===== src/rtl/mpe_wb_pkg.sv =====
// mpe_wb_pkg: shared types and sizes for the matrix PE result writeback.
// Line geometry, FSM states and the lane element type.
package mpe_wb_pkg;

  localparam int LANES  = 16;
  localparam int LINE_W = LANES * 32;

  typedef enum logic [1:0] {
    IDLE,
    RUN,
    DRAIN,
    DONE
  } state_t;

  typedef logic [31:0] lane_t;

endpackage


===== src/rtl/mpe_wb_fifo.sv =====
// mpe_wb_fifo: synchronous show-ahead line FIFO for the writeback stage.
// Storage is registered; dout presents the head entry (zero when empty).
module mpe_wb_fifo #(
  parameter int WIDTH = 512,
  parameter int DEPTH = 4
) (
  input  logic             clk,
  input  logic             rst,
  input  logic             push,
  input  logic [WIDTH-1:0] din,
  input  logic             pop,
  output logic [WIDTH-1:0] dout,
  output logic             full,
  output logic             empty
);

  localparam int AW = $clog2(DEPTH);

  logic [WIDTH-1:0] r_mem [DEPTH];
  logic [AW-1:0]    r_wp;
  logic [AW-1:0]    r_rp;
  logic [AW:0]      r_cnt;
  logic             w_wr;
  logic             w_rd;

  assign full  = (r_cnt == (AW+1)'(DEPTH));
  assign empty = (r_cnt == '0);
  assign w_rd  = pop && !empty;
  // a pop on the same edge frees the slot, so a full FIFO may still accept
  assign w_wr  = push && (!full || w_rd);
  assign dout  = empty ? '0 : r_mem[r_rp];

  // line storage write
  always_ff @(posedge clk) begin
    if (w_wr) begin
      r_mem[r_wp] <= din;
    end
  end

  // pointers and occupancy
  always_ff @(posedge clk) begin
    if (rst) begin
      r_wp  <= '0;
      r_rp  <= '0;
      r_cnt <= '0;
    end else begin
      if (w_wr) begin
        r_wp <= r_wp + 1'b1;
      end
      if (w_rd) begin
        r_rp <= r_rp + 1'b1;
      end
      unique case ({w_wr, w_rd})
        2'b10:   r_cnt <= r_cnt + 1'b1;
        2'b01:   r_cnt <= r_cnt - 1'b1;
        default: r_cnt <= r_cnt;
      endcase
    end
  end

endmodule


===== src/rtl/mpe_result_wb.sv =====
// mpe_result_wb: packs PE results into lines, queues and streams them out.
// Build option MPE_WB_RELU_EN clamps negative results to zero before packing.
module mpe_result_wb
  import mpe_wb_pkg::*;
#(
  parameter int LANES      = mpe_wb_pkg::LANES,
  parameter int FIFO_DEPTH = 4,
  parameter int ADDR_W     = 16,
  parameter int CNT_W      = 16
) (
  input  logic                  clk,
  input  logic                  rst,
  input  logic                  cfg_start,
  input  logic [ADDR_W-1:0]     cfg_base_addr,
  input  logic [CNT_W-1:0]      cfg_num_res,
  input  logic [31:0]           pe_result,
  input  logic                  pe_vld,
  output logic [LANES*32-1:0]   wb_data,
  output logic [ADDR_W-1:0]     wb_addr,
  output logic                  wb_valid,
  input  logic                  wb_ready,
  output logic                  busy,
  output logic                  done,
  output logic                  overflow
);

  localparam int LW = LANES * 32;
  localparam int PW = $clog2(LANES);

  state_t            r_state;
  state_t            w_state_nxt;
  lane_t             r_lanes [LANES];
  logic [PW-1:0]     r_ptr;
  logic [CNT_W-1:0]  r_rem;
  logic [ADDR_W-1:0] r_addr;
  logic              r_ovf;

  lane_t             w_val;
  logic [LW-1:0]     w_line;
  logic              w_start;
  logic              w_cap;
  logic              w_last;
  logic              w_push;
  logic              w_pop;
  logic              w_full;
  logic              w_empty;

`ifdef MPE_WB_RELU_EN
  assign w_val = pe_result[31] ? '0 : pe_result;
`else
  assign w_val = pe_result;
`endif

  assign w_start = cfg_start && (r_state == IDLE);
  assign w_cap   = pe_vld && (r_state == RUN);
  assign w_last  = (r_rem == CNT_W'(1));
  assign w_push  = w_cap && ((r_ptr == PW'(LANES - 1)) || w_last);
  assign w_pop   = wb_valid && wb_ready;

  assign wb_valid = !w_empty;
  assign wb_addr  = r_addr;
  assign busy     = (r_state != IDLE);
  assign overflow = r_ovf;

  // outgoing line: stored lanes below ptr, current result at ptr, zeros above
  always_comb begin
    w_line = '0;
    for (int i = 0; i < LANES; i++) begin
      if (i < int'(r_ptr)) begin
        w_line[32*i +: 32] = r_lanes[i];
      end else if (i == int'(r_ptr)) begin
        w_line[32*i +: 32] = w_val;
      end
    end
  end

  // job FSM next state and done pulse
  always_comb begin
    w_state_nxt = r_state;
    done        = 1'b0;
    unique case (r_state)
      IDLE: begin
        if (w_start) begin
          w_state_nxt = (cfg_num_res == '0) ? DONE : RUN;
        end
      end
      RUN: begin
        if (w_cap && w_last) begin
          w_state_nxt = DRAIN;
        end
      end
      DRAIN: begin
        if (w_empty) begin
          w_state_nxt = DONE;
        end
      end
      DONE: begin
        w_state_nxt = IDLE;
        done        = 1'b1;
      end
      default: w_state_nxt = IDLE;
    endcase
  end

  // state register
  always_ff @(posedge clk) begin
    if (rst) begin
      r_state <= IDLE;
    end else begin
      r_state <= w_state_nxt;
    end
  end

  // packer, result counter, line address and sticky overflow
  always_ff @(posedge clk) begin
    if (rst) begin
      r_ptr  <= '0;
      r_rem  <= '0;
      r_addr <= '0;
      r_ovf  <= 1'b0;
      for (int i = 0; i < LANES; i++) begin
        r_lanes[i] <= '0;
      end
    end else begin
      if (w_start) begin
        r_ptr  <= '0;
        r_rem  <= cfg_num_res;
        r_addr <= cfg_base_addr;
        r_ovf  <= 1'b0;
      end
      if (w_cap) begin
        r_lanes[r_ptr] <= w_val;
        r_rem          <= r_rem - 1'b1;
        r_ptr          <= w_push ? '0 : r_ptr + 1'b1;
      end
      if (w_pop) begin
        r_addr <= r_addr + 1'b1;
      end
      if (w_push && w_full && !w_pop) begin
        r_ovf <= 1'b1;
      end
    end
  end

  mpe_wb_fifo #(
    .WIDTH (LW),
    .DEPTH (FIFO_DEPTH)
  ) u_fifo (
    .clk   (clk),
    .rst   (rst),
    .push  (w_push),
    .din   (w_line),
    .pop   (w_pop),
    .dout  (wb_data),
    .full  (w_full),
    .empty (w_empty)
  );

endmodule


===== config.mk =====
export PLATFORM = sky130hd
export DESIGN_NAME = mpe_result_wb
export DESIGN_NICKNAME = d
export VERILOG_FILES = /design/src/rtl/mpe_wb_pkg.sv /design/src/rtl/mpe_wb_fifo.sv /design/src/rtl/mpe_result_wb.sv
export SDC_FILE = /design/constraint.sdc
export NUM_CORES = 2
export LEC_CHECK = 0
export ABC_AREA = 1
export BUFFER_PORTS_ARGS = -buffer_cell sky130_fd_sc_hd__buf_2
export CAP_MARGIN = 20
export CORE_UTILIZATION = 40
export CTS_CLUSTER_DIAMETER = 100
export DETAILED_ROUTE_END_ITERATION = 8
export SLEW_MARGIN = 20
export SYNTH_ARGS = -nofsm -noshare
export SYNTH_HDL_FRONTEND = slang
export SYNTH_SLANG_ARGS = --single-unit

===== constraint.sdc =====
create_clock -name clk -period 52.6 [get_ports clk]
set_input_delay 5.26 -clock clk [delete_from_list [all_inputs] [get_ports clk]]
set_output_delay 5.26 -clock clk [all_outputs]
set_load 0.005 [all_outputs]

==> results.toml <==
[logic_synthesis]
ys_dominant_reg_cell = "edfxtp_1"
ys_types = 44
muxShareOfSynthArea_pct = 0
ys_warn_count = 0
synth_common_cells = "nor2_1 (2,624), edfxtp_1 (2,528), o21ai_0 (821)"
synth_edf_count = 2528
synthCells = 8926
synth_xor_area_share_pct = 0.0918
syn_area_sq_um = 105000
ys_async_sr_fraction_pct = 0
seq_area_frac_synth_pct = 73.2
synth_most_common_cell = "nor2_1"
synth_top_cell_by_area = "edfxtp_1"
synth_fa_ha_area_share_pct = 0.234
synth_area_per_cell_sq_um = 11.8
synth-compound-area-share_pct = 10.3
synth_nets = 9014
ys_ff_latch = 2576
synth_top_area_share_pct = 72.3
synthSimpleGateAreaFrac_pct = 12.6
synth_top_family_by_area = "simple AND/OR/NAND/NOR gates"
synthTopCellsByArea = "edfxtp_1 (72%), nor2_1 (9.4%), o21ai_0 (3.9%)"

[clock_tree]
cts_hold_buffers = 0
postCtsSetupRepairBufs = 0
numClockSinks = 2576
cts_tree = "done"
clock_path_buffers = 4
worst_skew_pair.late_latency_ns = 0.96
cts_buffers = 287
path_clk_slew_ns = 0.06
root_buffer = "clkbuf_16"
cts.repair.resized = 0
cts_max_level = 5

[detailed_routing]
vias = 72200
totalWireLength_um = 343000
drt_iter0_markers = 8553
drt-pass1-iter-count = 6
routed_via_density = 5.55
avgRoutedWirePerCell_um = 26.4
drtAntennaViolNets = 0
drc = 0

[power]
power_switching_mw = 1.02
pwr-share-clk_pct = 42.5
p_leak_nw = 42.4
p_int_mw = 3.45
p_sw_share_pct = 22.9
max-vdd-ir-drop_uv = 34.7
seqPwrFrac_pct = 51.2
power_density_nw_per_um2 = 37.4
power_mw = 4.48
combPwrFrac_pct = 6.3

[setup_path]
crit_path_start_kind = "register"
path_max_fanout = 103
end_kind = "primary output"
r2r_slack_ns = 45.11
worstPathRequired_ns = 47.34
worstPathArrival_ns = 5.52
crit_type = "reg -> out"

[timing]
finalCritPeriodShare_pct = 20.5
rsz0062_at_grt = "no"
worstMarginPinSlew_ns = 1.28
setup_viol = 0
finalClockSkew_ns = 0.0868
hold_viol_final = 0
setup_tns_ns = 0
slew_violations = 0
period_needed_ns = 10.78
max_freq_mhz = 92.7
slew_headroom_pct = 14.9

[grt]
antenna_found_initial = 21
grt_overflow_total = 0
grt_max_degree = 266
track_usage_pct = 25.2
grt_pass1_wl_um = 482000
grt_pass1_vias = 66800

[floorplanning]
io_pins = 601
fp.dieW_um = 514
num_rows = 187
core_sq_um = 260000
start_util_pct = 40.3
die-area_sq_um = 264000
die_h_um = 514

[layout]
multi_input_area_sq_um = 24500
nNetsFinal = 9397
final_util_pct = 46.0
synthToLayoutAreaGrowth_pct = 13.9
ff_latch_area_sq_um = 76900
drive_above_1_share_pct = 13.2
nFillCells = 23300

[placed_design]
dp_hpwl_um = 192000
gp_congestion = 0.821
port-buffer-count = 600

[hold_path]
min_path_type = "reg -> reg"

[job]
drv_cap = 0

[run_status]
outcome = "finished clean"
==> state kept, by name, summed over array words and instances (netlist names), 2 cells and up, named ones only <==
name / count
r_lanes: 480
u_fifo.r_mem: 2048
u_fifo.r_cnt: 3
wb_addr: 16
r_state: 2
u_fifo.r_rp: 2
r_rem: 16
r_ptr: 4
u_fifo.r_wp: 2
==> cells in the final DEF, fill, tap and decap left out, types with 5 or more instances in the layout <==
cell type / n
a31oi_1: 7
inv_2: 47
clkinv_2: 43
o21ai_2: 10
clkinv_4: 5
o21ai_0: 821
buf_16: 5
ha_1: 16
buf_4: 132
buf_2: 600
clkinvlp_4: 8
clkbuf_1: 53
o31ai_1: 30
clkinv_1: 56
a21oi_1: 608
diode_2: 7
edfxtp_1: 2528
nand3_1: 225
o22ai_1: 66
xor2_1: 9
nor3_1: 31
nor2_4: 13
bufinv_16: 18
nand2_2: 11
nand4_1: 5
dfxtp_1: 44
buf_6: 6
clkbuf_16: 297
inv_1: 121
nor2_2: 7
o21ai_1: 551
buf_12: 8
nand2_1: 446
nor2_1: 2620
==> kinds of logic (layout without fill, tap and decap cells) <==
group,after synthesis,count (layout)
buffers and inverters,835,1412
DFF,2576,2576
AOI/OAI and AO/OA,2111,2111
adders and majority gates,19,19
xor gates and xnor gates,11,11
and+or+nand+nor,3374,3374
other,0,7
==> area by class of cell <==
cell class | instances | area share, %
sequential | 2576 | 64.3
multi-input combinational | 5515 | 20.5
clock buffer | 350 | 6.38
tap | 3496 | 3.66
timing repair buffer | 751 | 3.65
clock inverter | 133 | 0.945
inverter | 178 | 0.588
antenna | 7 | 0.0147
==> critical path, cell delays in order, from the launching register on <==
cell and delay (ns):
dfxtp_4 0.43, inv_8 0.24, buf_4 0.81, buf_4 1.00
buf_4 0.89, o21ai_0 0.23, a21oi_1 0.65, buf_2 0.25
==> power by group through the flow <==
stage | logic (mW) | registers [mW] | clock network, mW
after floorplan | 0.145 | 2.34 | 0
after global placement | 0.277 | 2.33 | 0
after detailed placement | 0.281 | 2.33 | 0
after CTS | 0.282 | 2.29 | 1.93
after global routing | 0.304 | 2.29 | 2.00
final | 0.283 | 2.29 | 1.90
==> routing by layer <==
metal	up-vias	GRT usage, %	routed length [um]
met5	-	0	84
met4	12	11.3	16200
met3	572	4.61	29600
met2	3434	39.1	156000
met1	36000	34.6	141000
li1	32200	-	-
==> through the flow <==
step	hold WS, ns	worst slack, ns	area (sq um)	cells
5_1_grt	0.478	41.47	120000	13000
4_1_cts	0.460	41.31	119000	13000
3_3_place_gp	0.444	41.60	111000	12500
2_1_floorplan	0.436	24.34	105000	8926
3_5_place_dp	0.449	41.58	111000	12500
6_report	0.461	41.82	120000	13000
==> worst paths after layout <==
path	cells after the start	endpoint	startpoint
min	2	register	u_fifo.r_rp[1]$_SDFFE_PP0P_
min reg2reg	2	register	u_fifo.r_rp[1]$_SDFFE_PP0P_
max	7	wb_data[319]	register
max reg2reg	11	u_fifo.r_mem[3][408]$_DFFE_PP_	r_ptr[2]$_SDFFE_PP0P_
Power figures use the tool's default switching activity.
